File: src/rtl/game_autoplayer.sv
// Automated player for the LED memory game: presses the start chord, records each
// displayed LED pattern and replays it as timed switch presses.
module game_autoplayer #(
  parameter int CLKS_PER_SEC = 25000000,
  parameter int PRESS_CLKS   = CLKS_PER_SEC / 10,
  parameter int GAP_CLKS     = CLKS_PER_SEC / 10,
  parameter int IDLE_CLKS    = CLKS_PER_SEC / 2,
  parameter int MAX_LEN      = 11
) (
  input  logic       i_Clk,
  input  logic       i_Reset,
  input  logic       i_Start,
  input  logic       i_LED_1,
  input  logic       i_LED_2,
  input  logic       i_LED_3,
  input  logic       i_LED_4,
  output logic       o_Switch_1,
  output logic       o_Switch_2,
  output logic       o_Switch_3,
  output logic       o_Switch_4,
  output logic       o_Busy,
  output logic       o_Error,
  output logic [7:0] o_Rounds,
  output logic [3:0] o_Seq_Len
);

  localparam int MAX_PG   = (PRESS_CLKS > GAP_CLKS) ? PRESS_CLKS : GAP_CLKS;
  localparam int MAX_CLKS = (MAX_PG > IDLE_CLKS) ? MAX_PG : IDLE_CLKS;
  localparam int TW       = $clog2(MAX_CLKS + 1);

  localparam logic [TW-1:0] PRESS_LAST = TW'(PRESS_CLKS - 1);
  localparam logic [TW-1:0] GAP_LAST   = TW'(GAP_CLKS - 1);
  localparam logic [TW-1:0] IDLE_LAST  = TW'(IDLE_CLKS - 1);
  localparam logic [TW-1:0] TIMER_ONE  = TW'(1);
  localparam logic [3:0]    LEN_FULL   = 4'(MAX_LEN);

  typedef enum logic [2:0] {
    IDLE,
    START_PRESS,
    START_GAP,
    LISTEN,
    PLAY_PRESS,
    PLAY_GAP,
    ERROR
  } state_t;

  state_t        state;
  logic [3:0]    r_led;
  logic [3:0]    r_led_prev;
  logic [TW-1:0] timer;
  logic [3:0]    seq_len;
  logic [3:0]    play_idx;
  logic [1:0]    seq_mem [16];
  logic [3:0]    switches;
  logic          busy;
  logic          error;
  logic [7:0]    rounds;

  logic          led_rise;
  logic          led_multi;
  logic [1:0]    led_id;
  logic [3:0]    next_idx;

  // A new entry is a clean 0000 -> one-hot step; any change onto 2+ lit LEDs is illegal.
  always_comb begin
    led_rise  = (r_led_prev == 4'b0000) && $onehot(r_led);
    led_multi = (r_led != r_led_prev) && !$onehot0(r_led);
    next_idx  = play_idx + 4'd1;
    led_id    = 2'd0;
    case (r_led)
      4'b0010: led_id = 2'd1;
      4'b0100: led_id = 2'd2;
      4'b1000: led_id = 2'd3;
      default: led_id = 2'd0;
    endcase
  end

  always_ff @(posedge i_Clk) begin
    r_led      <= {i_LED_4, i_LED_3, i_LED_2, i_LED_1};
    r_led_prev <= r_led;
    if (i_Reset) begin
      state    <= IDLE;
      switches <= 4'b0000;
      busy     <= 1'b0;
      error    <= 1'b0;
      rounds   <= 8'd0;
      seq_len  <= 4'd0;
      play_idx <= 4'd0;
      timer    <= '0;
    end else begin
      case (state)
        IDLE: begin
          if (i_Start) begin
            state    <= START_PRESS;
            switches <= 4'b0011;
            busy     <= 1'b1;
            rounds   <= 8'd0;
            seq_len  <= 4'd0;
            timer    <= '0;
          end
        end
        START_PRESS: begin
          if (timer == PRESS_LAST) begin
            state    <= START_GAP;
            switches <= 4'b0000;
            timer    <= '0;
          end else begin
            timer <= timer + TIMER_ONE;
          end
        end
        START_GAP: begin
          if (timer == GAP_LAST) begin
            state <= LISTEN;
            timer <= '0;
          end else begin
            timer <= timer + TIMER_ONE;
          end
        end
        LISTEN: begin
          if (led_multi || (led_rise && seq_len == LEN_FULL)) begin
            state <= ERROR;
            busy  <= 1'b0;
            error <= 1'b1;
          end else begin
            if (led_rise) begin
              seq_mem[seq_len] <= led_id;
              seq_len          <= seq_len + 4'd1;
            end
            // The end-of-pattern window only runs once something has been recorded.
            if (r_led != 4'b0000) begin
              timer <= '0;
            end else if (seq_len != 4'd0) begin
              if (timer == IDLE_LAST) begin
                state    <= PLAY_PRESS;
                timer    <= '0;
                play_idx <= 4'd0;
                switches <= 4'b0001 << seq_mem[0];
              end else begin
                timer <= timer + TIMER_ONE;
              end
            end
          end
        end
        PLAY_PRESS: begin
          if (timer == PRESS_LAST) begin
            state    <= PLAY_GAP;
            switches <= 4'b0000;
            timer    <= '0;
          end else begin
            timer <= timer + TIMER_ONE;
          end
        end
        PLAY_GAP: begin
          if (timer == GAP_LAST) begin
            timer <= '0;
            if (play_idx == seq_len - 4'd1) begin
              state   <= LISTEN;
              seq_len <= 4'd0;
              if (rounds != 8'hFF) rounds <= rounds + 8'd1;
            end else begin
              state    <= PLAY_PRESS;
              play_idx <= next_idx;
              switches <= 4'b0001 << seq_mem[next_idx];
            end
          end else begin
            timer <= timer + TIMER_ONE;
          end
        end
        ERROR: begin
          switches <= 4'b0000;
        end
        default: state <= IDLE;
      endcase
    end
  end

  assign o_Switch_1 = switches[0];
  assign o_Switch_2 = switches[1];
  assign o_Switch_3 = switches[2];
  assign o_Switch_4 = switches[3];
  assign o_Busy     = busy;
  assign o_Error    = error;
  assign o_Rounds   = rounds;
  assign o_Seq_Len  = seq_len;

endmodule
File: config.mk
export PLATFORM = sky130hd
export DESIGN_NAME = game_autoplayer
export DESIGN_NICKNAME = d
export VERILOG_FILES = /design/src/rtl/game_autoplayer.sv
export SDC_FILE = /design/constraint.sdc
export NUM_CORES = 1
export LEC_CHECK = 0
export ABC_AREA = 1
export BUFFER_PORTS_ARGS = -buffer_cell sky130_fd_sc_hd__buf_2
export CAP_MARGIN = 10
export CELL_PAD_IN_SITES_DETAIL_PLACEMENT = 0
export CELL_PAD_IN_SITES_GLOBAL_PLACEMENT = 1
export CORE_ASPECT_RATIO = 1.4
export CORE_MARGIN = 2
export CORE_UTILIZATION = 46
export DETAILED_ROUTE_END_ITERATION = 8
export PLACE_DENSITY = 0.88
export SLEW_MARGIN = 40
export SYNTH_ARGS = -nofsm -noshare
export SYNTH_HDL_FRONTEND = slang
export SYNTH_SLANG_ARGS = --single-unit
File: constraint.sdc
create_clock -name i_Clk -period 3.6 [get_ports i_Clk]
set_input_delay 0.72 -clock i_Clk [delete_from_list [all_inputs] [get_ports i_Clk]]
set_output_delay 0.72 -clock i_Clk [all_outputs]
set_load 0.01 [all_outputs]
==> metrics.cfg <==
[worst_setup_path]
crit_arrival_ps = 3020
path_cells = inv_1 > fa_1 > inv_1 > ha_1 > inv_1 > ha_1 > inv_1 > nand2_1 > nor3_1 > nand2_1 > nand3b_1 > nor2_1 > nand2_1 > nor2_1
critPathBufInv = 4
startpoint_type = flop
endpoint_kind = flop
cp.required_ps = 3640
path_common_cell = inv_1
path_class = reg -> reg
slowest_delay_ps = 550
crit_path_max_fanout = 4
cp_slowest_cell = fa_1
crit_family = simple AND/OR/NAND/NOR gates

[layout]
nFillCells = 1092
diodes = 0
fin_nets = 719
areaGrowthSynthToFinish_pct = 9.57
drive_gt1_share_pct = 13.1

[pwr]
p_total_uw = 2980
pwr-share-seq_pct = 39.3
p_sw_share_pct = 35.5
peakVddDrop_mv = 0.260
internal_power_uw = 1920
pwr-share-clk_pct = 31.7
power.density_nw_per_um2 = 537
leakage_uw = 0.00224
p_sw_uw = 1060
comb_power_share_pct = 29.0

[detailed_routing]
wl_microns = 11800
dr.max_layer_used = met4
ant_nets = 0
via_per_inst = 5.20
post_drt_wl_per_cell_microns = 14.0
drtIter0Drc = 179
drc = 0
vias = 4387
wl_met3_microns = 418
wl_met2_microns = 6470
met1_length_microns = 4730
dr.pass1.iters = 5

[synth]
yosys.area.top_type = dfxtp_1
syn_area_per_cell_sq_um = 7.48
ys_seq_area_share_pct = 41.5
synth-async-reset-ratio_pct = 0
synth_area_leaders = dfxtp_1, edfxtp_1, nand2_1
synthesis.area_sq_um = 5060
synth_warnings = 0
synth-edff-count = 32
synth-main-ff-cell = dfxtp_1
yosysTopAreaCellShare_pct = 22.5
ys_types = 47
ys_seq_elements = 89
synth_most_common_cell = nand2_1
synth_common_cells = nand2_1, nor2_1, nand3_1
syn_inst = 677

[sta]
slew_headroom_pct = 53.4
timing.final.max_slew_violations = 0
min_period_ps = 2980
min_period_over_period_pct = 82.7
tightest_slew_ps = 696
fmax_mhz = 336
clock_skew_ps = 6.39
final.setup.tns_ps = 0
rsz0062_at_grt = false
setup_violations = 0
hold_violations = 0

[global_routing]
grt_first_pass_wirelength_microns = 19600
grt_max_degree = 24
grt.total_usage_pct = 20.7
gr-total-overflow = 0
antenna_found_initial = 0
first_global_vias = 4264

[floorplan]
die_w_microns = 92.7
rows = 45
die_y_microns = 128
io_pins = 25
dieArea_sq_um = 11900
core_area_sq_um = 10800
start_util_pct = 46.8

[clock_network]
cts.sinks = 89
post_cts_buffers = 0
cts_hold_buf = 0
cts_buffers = 9
clockBufferDepth = 2
clock-root-buffer = clkbuf_16
cts.htree.levels = 3
post_cts_resized = 0
cts_tree = yes
clock_latency_ps = 340
clkTransAtPathRegs_ps = 60

[place]
port_buffers = 24
place.gp.congestion = 0.872
dp_hpwl_microns = 8950

[min_path]
hold_path_class = reg -> reg

[flow_run]
max-cap-violations = 0

[run_status]
status = complete, no violations

## final cells by class
type                       count  area (sq um)  area share [%]
clock inverter                 7          75.1            1.35
multi-input combinational    499          2560            46.2
sequential                    89          2100            37.9
clock buffer                   9           225            4.06
inverter                      74           280            5.05
tap                          141           176            3.18
timing repair buffer          25           128            2.30
## per-layer routing
layer,track usage (%),vias to the layer above
met5,0,-
met4,7.01,0
met3,2.70,16
met2,40.1,75
met1,23.1,2054
li1,-,2242
## worst paths after layout
check | slack [ps] | cells past startpoint | startpoint | to
max | 620 | 14 | r_led[0]$_DFF_P_ | seq_mem[2][1]$_DFFE_PP_
min | 380 | 0 | r_led[0]$_DFF_P_ | r_led_prev[0]$_DFF_P_
max reg2reg | 620 | 14 | r_led[0]$_DFF_P_ | seq_mem[2][1]$_DFFE_PP_
min reg2reg | 380 | 0 | r_led[0]$_DFF_P_ | r_led_prev[0]$_DFF_P_
## layout by cell type, fill, tap and decap left out, types with 13 or more instances in the layout
cell type / count
a21oi_1: 28
ha_1: 13
buf_2: 24
xor2_1: 13
edfxtp_1: 32
o21ai_0: 24
dfxtp_1: 57
inv_1: 61
nor2_1: 112
nand4_1: 18
nor2_2: 13
nand2_1: 150
nand3_1: 66
## power by group through the flow
stage	logic, uW	registers [uW]	clock network, uW
floorplan	716	1180	0
global placement	857	1190	0
detailed placement	863	1200	0
CTS	867	1170	959
global route	962	1180	1000
finish	863	1170	945
## stage by stage
stage	hold slack, ps	setup slack (ps)	util (%)	instance area, sq um	cells
after floorplan	351	983	-	5070	678
after global placement	354	730	48.5	5250	828
after detailed placement	370	621	48.5	5250	828
after CTS	379	594	51.3	5550	844
after global routing	390	327	51.3	5550	844
final	376	622	51.3	5550	844
## state kept, by name, summed over array words and instances, names as in the netlist
register and flops:
r_led 4, o_Busy 1, state 3, o_Seq_Len 4
r_led_prev 4, seq_mem 32, switches 4, timer 24
play_idx 4, o_Error 1, o_Rounds 8
## worst register-to-register path: stages (launching register included)
cell and delay [ps]:
dfxtp_1 350, inv_1 110, fa_1 550, inv_1 40, ha_1 190, inv_1 60, ha_1 210, inv_1 50
nand2_1 40, nor3_1 180, nand2_1 70, nand3b_1 190, nor2_1 250, nand2_1 190, nor2_1 210
## logic make-up (layout without fill, tap and decap cells)
group	after synthesis	in the layout	synth area share, %
simple gates	400	400	36.5
buf+inv	90	115	7.98
flops	89	89	41.5
compound gates	65	65	7.22
xor+xnor	18	18	3.11
fa+ha+maj	14	14	3.61
other cells	1	2	0.0741
Power figures use the tool's default switching activity.
